## config.mk

```make
export PLATFORM = sky130hd
export DESIGN_NAME = seg7_scan
export DESIGN_NICKNAME = d
export VERILOG_FILES = /design/src/rtl/seg7_pkg.sv /design/src/rtl/seg7_prescale.sv /design/src/rtl/seg7_scan.sv
export SDC_FILE = /design/constraint.sdc
export NUM_CORES = 1
export LEC_CHECK = 0
export ABC_AREA = 1
export CAP_MARGIN = 20
export CELL_PAD_IN_SITES_DETAIL_PLACEMENT = 1
export CELL_PAD_IN_SITES_GLOBAL_PLACEMENT = 2
export CORE_ASPECT_RATIO = 0.75
export CORE_MARGIN = 3
export CORE_UTILIZATION = 35
export DETAILED_ROUTE_END_ITERATION = 6
export DONT_BUFFER_PORTS = 1
export PLACE_DENSITY = 0.82
export SLEW_MARGIN = 20
export SYNTH_ARGS = -nofsm -noshare
export SYNTH_HDL_FRONTEND = slang
export SYNTH_SLANG_ARGS = --single-unit
```

## constraint.sdc

```tcl
create_clock -name clk -period 2.41 [get_ports clk]
set_clock_uncertainty 0.15 [all_clocks]
set_input_delay 0.3615 -clock clk [delete_from_list [all_inputs] [get_ports clk]]
set_output_delay 0.3615 -clock clk [all_outputs]
set_load 0.1 [all_outputs]
```

## src/rtl/seg7_pkg.sv

```systemverilog
// Shared constants and helpers for the multiplexed 7-segment scanner.
package seg7_pkg;

  localparam int DIV_DEF   = 50000;
  localparam int GUARD_DEF = 4;
  localparam int NDIG      = 4;
  localparam logic [NDIG-1:0] AN_OFF = 4'b1111;

  // A digit is blanked if it is a leading zero of an unflagged value; digit 0 always shows.
  function automatic logic digit_blank(input logic [15:0] val, input logic [1:0] idx,
                                       input logic blz, input logic st_err, input logic st_good);
    return blz && !st_err && !st_good && (idx != 2'd0) && ((val >> {idx, 2'b00}) == 16'h0000);
  endfunction

  function automatic logic [NDIG-1:0] an_select(input logic [1:0] idx);
    return ~(NDIG'(1) << idx);
  endfunction

endpackage

```

## src/rtl/seg7_prescale.sv

```systemverilog
// Free-running slot prescaler; tick marks the last cycle of every DIV-cycle slot.
module seg7_prescale #(
  parameter int DIV = seg7_pkg::DIV_DEF
) (
  input  logic clk,
  input  logic rst_n,
  output logic tick
);

  localparam int CW = $clog2(DIV);

  logic [CW-1:0] cnt;

  assign tick = (cnt == CW'(DIV - 1));

  always_ff @(posedge clk or negedge rst_n) begin
    if (!rst_n) begin
      cnt <= '0;
    end else if (tick) begin
      cnt <= '0;
    end else begin
      cnt <= cnt + CW'(1);
    end
  end

endmodule

```

## src/rtl/seg7_scan.sv

```systemverilog
// Four-digit display scanner: latches a hex value plus status and time-multiplexes the anodes.
module seg7_scan
  import seg7_pkg::*;
#(
  parameter int DIV   = DIV_DEF,
  parameter int GUARD = GUARD_DEF
) (
  input  logic            clk,
  input  logic            rst_n,
  input  logic            load,
  input  logic [15:0]     value,
  input  logic            err_in,
  input  logic            good_in,
  input  logic            blank_lz,
  output logic [3:0]      digit,
  output logic [1:0]      sel,
  output logic            err,
  output logic            good,
  output logic [NDIG-1:0] an,
  output logic            frame_done
);

  logic        tick;
  logic [15:0] value_q, value_n;
  logic        blz_q, blz_n;
  logic        err_n, good_n;
  logic [1:0]  sel_n;
  logic [15:0] gcnt, gcnt_n;
  logic        blank_n;

  seg7_prescale #(.DIV(DIV)) u_prescale (
    .clk   (clk),
    .rst_n (rst_n),
    .tick  (tick)
  );

  // Outputs are computed from next-state values so a load landing on a tick
  // is already visible in the first cycle of the new slot.
  always_comb begin
    value_n = load ? value    : value_q;
    blz_n   = load ? blank_lz : blz_q;
    err_n   = load ? err_in   : err;
    good_n  = load ? (good_in & ~err_in) : good;
    sel_n   = tick ? sel + 2'd1 : sel;
    gcnt_n  = gcnt;
    if (tick) begin
      gcnt_n = '0;
    end else if (gcnt < 16'(GUARD)) begin
      gcnt_n = gcnt + 16'd1;
    end
    blank_n = digit_blank(value_n, sel_n, blz_n, err_n, good_n);
  end

  always_ff @(posedge clk or negedge rst_n) begin
    if (!rst_n) begin
      value_q    <= '0;
      blz_q      <= 1'b0;
      err        <= 1'b0;
      good       <= 1'b0;
      sel        <= '0;
      gcnt       <= '0;
      digit      <= '0;
      an         <= AN_OFF;
      frame_done <= 1'b0;
    end else begin
      value_q    <= value_n;
      blz_q      <= blz_n;
      err        <= err_n;
      good       <= good_n;
      sel        <= sel_n;
      gcnt       <= gcnt_n;
      digit      <= value_n[{sel_n, 2'b00} +: 4];
      an         <= ((gcnt_n < 16'(GUARD)) || blank_n) ? AN_OFF : an_select(sel_n);
      frame_done <= tick && (sel == 2'd3);
    end
  end

endmodule
```

==> impl_metrics.csv, run 1 <==
group,metric,value,unit
pwr,p_comb_frac,0.094,
placed_design,dp_slack,0.1894,ns
status,status,"completed",
placed_design,dp_hpwl,5106,µm
sta,setup_tns,0,ns
die,die_w,111.9,µm
detailed_routing,routedWlPerCell,14.74,µm
critical_path,cp-end-kind,"flop",
cells_and_area,layout_commonest_cell,"nand2_1",
logic_synthesis,synth.distinct_cells,30,
grt,grt-ovfl-total,0,
detailed_routing,dr_total_vias,2248,
cells_and_area,final_area,3374,µm²
die,pin_count,35,
logic_synthesis,synthTopCellsByArea,"dfrtp_1 (49%), nand2_1 (8.7%), inv_1 (6.9%)",
detailed_routing,finalWirelength,7029,µm
critical_path,cpMaxStageDelayCell,"dfrtp_1",
detailed_routing,vias_per_cell,4.713,
sta,period_needed,2.147,ns
clock_tree,path_clk_slew,0.07,ns
sta,worstMarginPinSlew,0.6976,ns
pwr,vdd_drop_max,273.9,µV
grt,antenna_found_initial,1,
cells_and_area,final_util,0.4206,
critical_path,required,2.52,ns
clock_tree,cts_max_path_buffers,2,
critical_path,slowest_delay,0.40,ns
clock_tree,clockRootBuffer,"clkbuf_8",
critical_path,crit_type,"reg2reg",
pwr,cellInternalPower,1.540,mW
clock_tree,cts_tree,"done",
die,fp.dieH,85.40,µm
sta,fmax,0.4658,GHz
detailed_routing,dr.pass1.iters,4,
logic_synthesis,ys_ff_latch,62,
pwr,seq_power_share,0.517,
pwr,p_leak,1.682,nW
die,placeableCoreArea,8023,µm²
cells_and_area,drive_gt1_frac,0.1860,
sta,maxSlewViolCount,0,
sta,setup_violations,0,
critical_path,crit_arrival,2.25,ns
critical_path,crit_chain,"ha_1, nand3_2, nor2_4, nand2_4, clkinvlp_4, a41oi_1, nor2_1, nand3b_1, nand3_1",
pwr,power,2.096,mW
detailed_routing,initialDrtViolationCount,67,
sta,fin_ws,0.2630,ns
clock_tree,h-tree-depth,3,
grt,grt_usage,0.1602,
pwr,powerDensity,621.3,nW/µm²
detailed_routing,ant_nets,0,
sta,slew_headroom,0.5300,
logic_synthesis,syn_avg_cell_area,8.526,µm²
pwr,switching_share,0.2654,
cells_and_area,layout_common_cells,"nand2_1 (68), dfrtp_1 (58), inv_1 (53)",
pwr,clkPwrFrac,0.389,
grt,grt_first_pass_wirelength,11970,µm
flow_run,drv_cap,0,
placed_design,gp_congestion,0.8340,
logic_synthesis,ys.warnings.count,0,
grt,grt_max_degree,63,
logic_synthesis,synth.largest_area_cell,"dfrtp_1",
clock_tree,clkLatencyLatePin,0.34,ns
sta,hold_violations,0,
clock_tree,cts_sinks,62,
critical_path,worst-path-max-fanout,13,
placed_design,place_area,3137,µm²
logic_synthesis,synth_top_cell_area_share,0.4934,
die,rows,28,
cells_and_area,area_delta_synth_final,14.72,%
logic_synthesis,netlist_area,2942,µm²
logic_synthesis,synthCells,345,
min_path,hold_class,"in2reg",
pwr,power.switching,556.5,µW
grt,grt_pass1_vias,2329,
placed_design,portBuffers,0,
critical_path,start_kind,"flop",
die,initial_core_util,0.3667,
sta,min_period_over_period,0.8909,
clock_tree,cts_made_buffers,9,
die,dieArea,9552,µm²
logic_synthesis,yosysSeqAreaShare,0.5291,
detailed_routing,drc,0,
logic_synthesis,synth_nets,370,
sta,rsz0062_at_grt,"no",
cells_and_area,nNetsFinal,392,
## per-stage QoR
step / hold WS (ns) / std cells
after detailed placement: -0.08242 / 457
after global placement: -0.08203 / 457
after CTS: 0.008494 / 476
after global routing: 0.005502 / 477
final: 0.02028 / 477
after floorplan: -0.08409 / 345
## cell type report
type,count,area (µm²)
Sequential cell,62,1556
Multi-Input combinational cell,222,1149
Tap cell,105,131.4
Clock buffer,11,151.4
Antenna cell,1,2.502
Fill cell,954,4648
Clock inverter,4,22.52
Inverter,56,214.0
Timing Repair Buffer,16,147.6
## flip-flops by register name (all words and copies together), names as in the netlist
| name | flops |
|---|---|
| good | 1 |
| sel | 2 |
| err | 1 |
| digit | 4 |
| u_prescale.cnt | 16 |
| blz_q | 1 |
| value_q | 16 |
| an | 4 |
| frame_done | 1 |
| gcnt | 16 |
## power by group through the flow
stage	sequential, mW	combinational (mW)	clock, mW
detailed placement	1.10	0.168	0
global route	1.09	0.215	0.909
CTS	1.08	0.200	0.842
global placement	1.10	0.165	0
floorplan	1.17	0.0684	0
finish	1.08	0.196	0.816
## final timing paths
path | from | to | slack [ns] | depth (start not counted)
min in group asynchronous | rst_n | frame_done | 0.41 | 2
worst min register to register | u_prescale.cnt[0] | u_prescale.cnt[0] | 0.32 | 1
worst max-delay path | u_prescale.cnt[0] | an[2] | 0.26 | 9
worst max register to register | u_prescale.cnt[0] | an[2] | 0.26 | 9
max in group asynchronous | rst_n | an[2] | 1.39 | 2
worst min-delay path | load | value_q[7] | 0.02 | 2
## synth_stat cells (all sizes together)
cell and count:
dfstp 4, o21ai 15, nand3 32, nor3 1, buf 4, o21bai 1
ha 3, xor2 6, nand2 83, inv 56, a31oi 1, clkbuf 1
nor4 1, nand3b 1, nand4 5, and2 2, nor2 53, a21oi 7
a41oi 3, nor3b 1, dfrtp 58, or2 7
## metal layers
metal / track usage / vias up / share of wire
met5: 0 / - / 0
met4: 0.03646 / 0 / 0.0094
met3: 0.06201 / 6 / 0.070
met2: 0.2225 / 47 / 0.40
met1: 0.2352 / 1079 / 0.52
li1: - / 1116 / -
## kinds of logic after synthesis
kind of cell / count (synthesis) / synth area share
AND/OR/NAND/NOR: 186 / 0.3088
flip-flops: 62 / 0.5291
buffers and inverters: 61 / 0.08039
AO/OA/AOI/OAI: 27 / 0.05104
XOR/XNOR: 6 / 0.01786
adder cells (fa/ha/maj): 3 / 0.01276
## timing repair
item / CTS / global route
hold endpoints to repair: 63 / 0
setup endpoints to repair: 0 / 4
buffers inserted: 0 / 0
gates resized for setup: 0 / 1
hold buffers: 4 / 0
## worst max-delay path: cells and delay by family, from the launching register on
family                   cells  cell delay [ns]
AND/OR/NAND/NOR              6             0.76
buffers and inverters        1             0.26
adder cells (fa/ha/maj)      1             0.25
flip-flops                   1             0.40
AO/OA/AOI/OAI                1             0.24
(Power assumes the default switching activity.)
==> run 2, diff against run 1 <==
- SKIP_CTS_REPAIR_TIMING: default -> 1
==> impl_metrics.csv, run 2 (synthesis gave the netlist of run 1 again) <==
group,metric,value,unit
critical_path,cp-endpoint,"an[2]",
sta,fin_ws,0.2645,ns
die,placeableCoreArea,8023,µm²
grt,grt-ovfl-total,0,
sta,finalHoldWorstSlack,0.008322,ns
pwr,vdd_drop_max,274.5,µV
pwr,switching_share,0.2672,
cells_and_area,nFillCells,955,
pwr,seq_power_share,0.517,
cells_and_area,nNetsFinal,390,
pwr,clkPwrFrac,0.391,
detailed_routing,routedWlPerCell,14.82,µm
clock_tree,cts_sinks,62,
critical_path,crit_type,"reg2reg",
die,die_w,111.9,µm
cells_and_area,reg.largest.list,"gcnt: 16 flops, u_prescale.cnt: 16 flops, value_q: 16 flops",
critical_path,crit_start,"u_prescale.cnt[0]",
critical_path,worst-path-max-fanout,13,
clock_tree,cts_made_buffers,9,
detailed_routing,ant_nets,0,
sta,slew_headroom,0.5407,
clock_tree,h-tree-depth,3,
cells_and_area,layout_common_cells,"nand2_1 (68), dfrtp_1 (58), inv_1 (53)",
sta,period_needed,2.146,ns
sta,setup_tns,0,ns
status,status,"completed",
placed_design,portBuffers,0,
grt,grt_max_degree,63,
pwr,powerDensity,625.6,nW/µm²
detailed_routing,dr_total_vias,2235,
die,rows,28,
detailed_routing,finalWirelength,7039,µm
sta,min_period_over_period,0.8903,
critical_path,cp-end-kind,"flop",
detailed_routing,vias_per_cell,4.705,
detailed_routing,dr.pass1.iters,4,
die,fp.dieH,85.40,µm
sta,setup_violations,0,
sta,fmax,0.4661,GHz
grt,grt_usage,0.1579,
clock_tree,clockRootBuffer,"clkbuf_8",
pwr,p_leak,1.675,nW
clock_tree,path_clk_slew,0.07,ns
sta,worstMarginPinSlew,0.6818,ns
clock_tree,clkLatencyLatePin,0.34,ns
placed_design,dp_slack,0.1894,ns
die,dieArea,9552,µm²
sta,hold_violations,0,
die,pin_count,35,
critical_path,ff2ff_path_depth,9,
critical_path,slowest_delay,0.40,ns
flow_run,drv_cap,0,
critical_path,start_kind,"flop",
critical_path,reg2reg_from,"u_prescale.cnt[0]",
pwr,p_comb_frac,0.092,
sta,rsz0062_at_grt,"no",
cells_and_area,area_delta_synth_final,14.04,%
detailed_routing,initialDrtViolationCount,71,
critical_path,cpMaxStageDelayCell,"dfrtp_1",
grt,grt_pass1_vias,2306,
die,initial_core_util,0.3667,
cells_and_area,drive_gt1_frac,0.1870,
placed_design,gp_congestion,0.8340,
clock_tree,cts_tree,"done",
placed_design,dp_hpwl,5106,µm
cells_and_area,layout_commonest_cell,"nand2_1",
min_path,hold_class,"in2reg",
critical_path,required,2.52,ns
critical_path,r2r_slack,0.26,ns
critical_path,r2r_end,"an[2]",
detailed_routing,drc,0,
grt,grt_first_pass_wirelength,11820,µm
sta,maxSlewViolCount,0,
critical_path,crit_chain,"ha_1, nand3_2, nor2_4, nand2_4, clkinvlp_4, a41oi_1, nor2_1, nand3b_1, nand3_1",
grt,antenna_found_initial,1,
critical_path,crit_arrival,2.25,ns
pwr,power.switching,560.6,µW
clock_tree,cts_max_path_buffers,2,
pwr,cellInternalPower,1.538,mW
## run 2: cell type report
cell class                 count  area (µm²)  share of cell area
sequential                    62        1556              0.4640
clock inverter                 4       22.52            0.006714
tap                          105       131.4             0.03916
antenna                        1       2.502           0.0007460
multi-input combinational    222        1149              0.3424
timing repair buffer          14       127.6             0.03805
inverter                      56       214.0             0.06378
clock buffer                  11       151.4             0.04513
## run 2: metal layers
layer / vias to the layer above / global-route usage / share of wire
li1: 1117 / - / -
met5: - / 0 / 0
met2: 34 / 0.2160 / 0.40
met3: 6 / 0.06272 / 0.059
met1: 1078 / 0.2333 / 0.53
met4: 0 / 0.03646 / 0.0094
## run 2: worst max-delay path, delay by kind of cell (launching register included)
kind / cells / cell delay [ns]
AO/OA/AOI/OAI: 1 / 0.24
adder cells (fa/ha/maj): 1 / 0.25
buffers and inverters: 1 / 0.26
flip-flops: 1 / 0.40
AND/OR/NAND/NOR: 6 / 0.76
## run 2: worst min-delay path by stage
stage                     startpoint  cells after the start                end  slack, ns
after floorplan                rst_n                      0              blz_q      -0.08
after global placement         rst_n                      0  u_prescale.cnt[9]      -0.08
after detailed placement       rst_n                      0  u_prescale.cnt[9]      -0.08
after CTS                      rst_n                      0         frame_done      -0.45
after global routing            load                      2         value_q[6]      0.005
final                           load                      2         value_q[6]      0.008
## run 2: stage by stage
step,utilization,cells,cell area (µm²),total power [mW]
6_report,0.4181,475,3354,2.098
5_1_grt,0.4181,475,3354,2.210
4_1_cts,0.4127,472,3311,2.095
3_5_place_dp,0.3910,457,3137,1.272
3_3_place_gp,0.3910,457,3137,1.267
2_1_floorplan,-,345,2942,1.234
## run 2: power by group through the flow
stage	logic, mW	registers (mW)	clock network, mW
CTS	0.169	1.08	0.842
finish	0.194	1.08	0.821
global route	0.213	1.09	0.910
global placement	0.165	1.10	0
floorplan	0.0684	1.17	0
detailed placement	0.168	1.10	0
==> run 3, diff against run 2 <==
- ABC_CLOCK_PERIOD_IN_PS: default -> 2410
==> results of run 3 <==
Same layout as run 2: the final DEF is identical, and so are final timing and power.
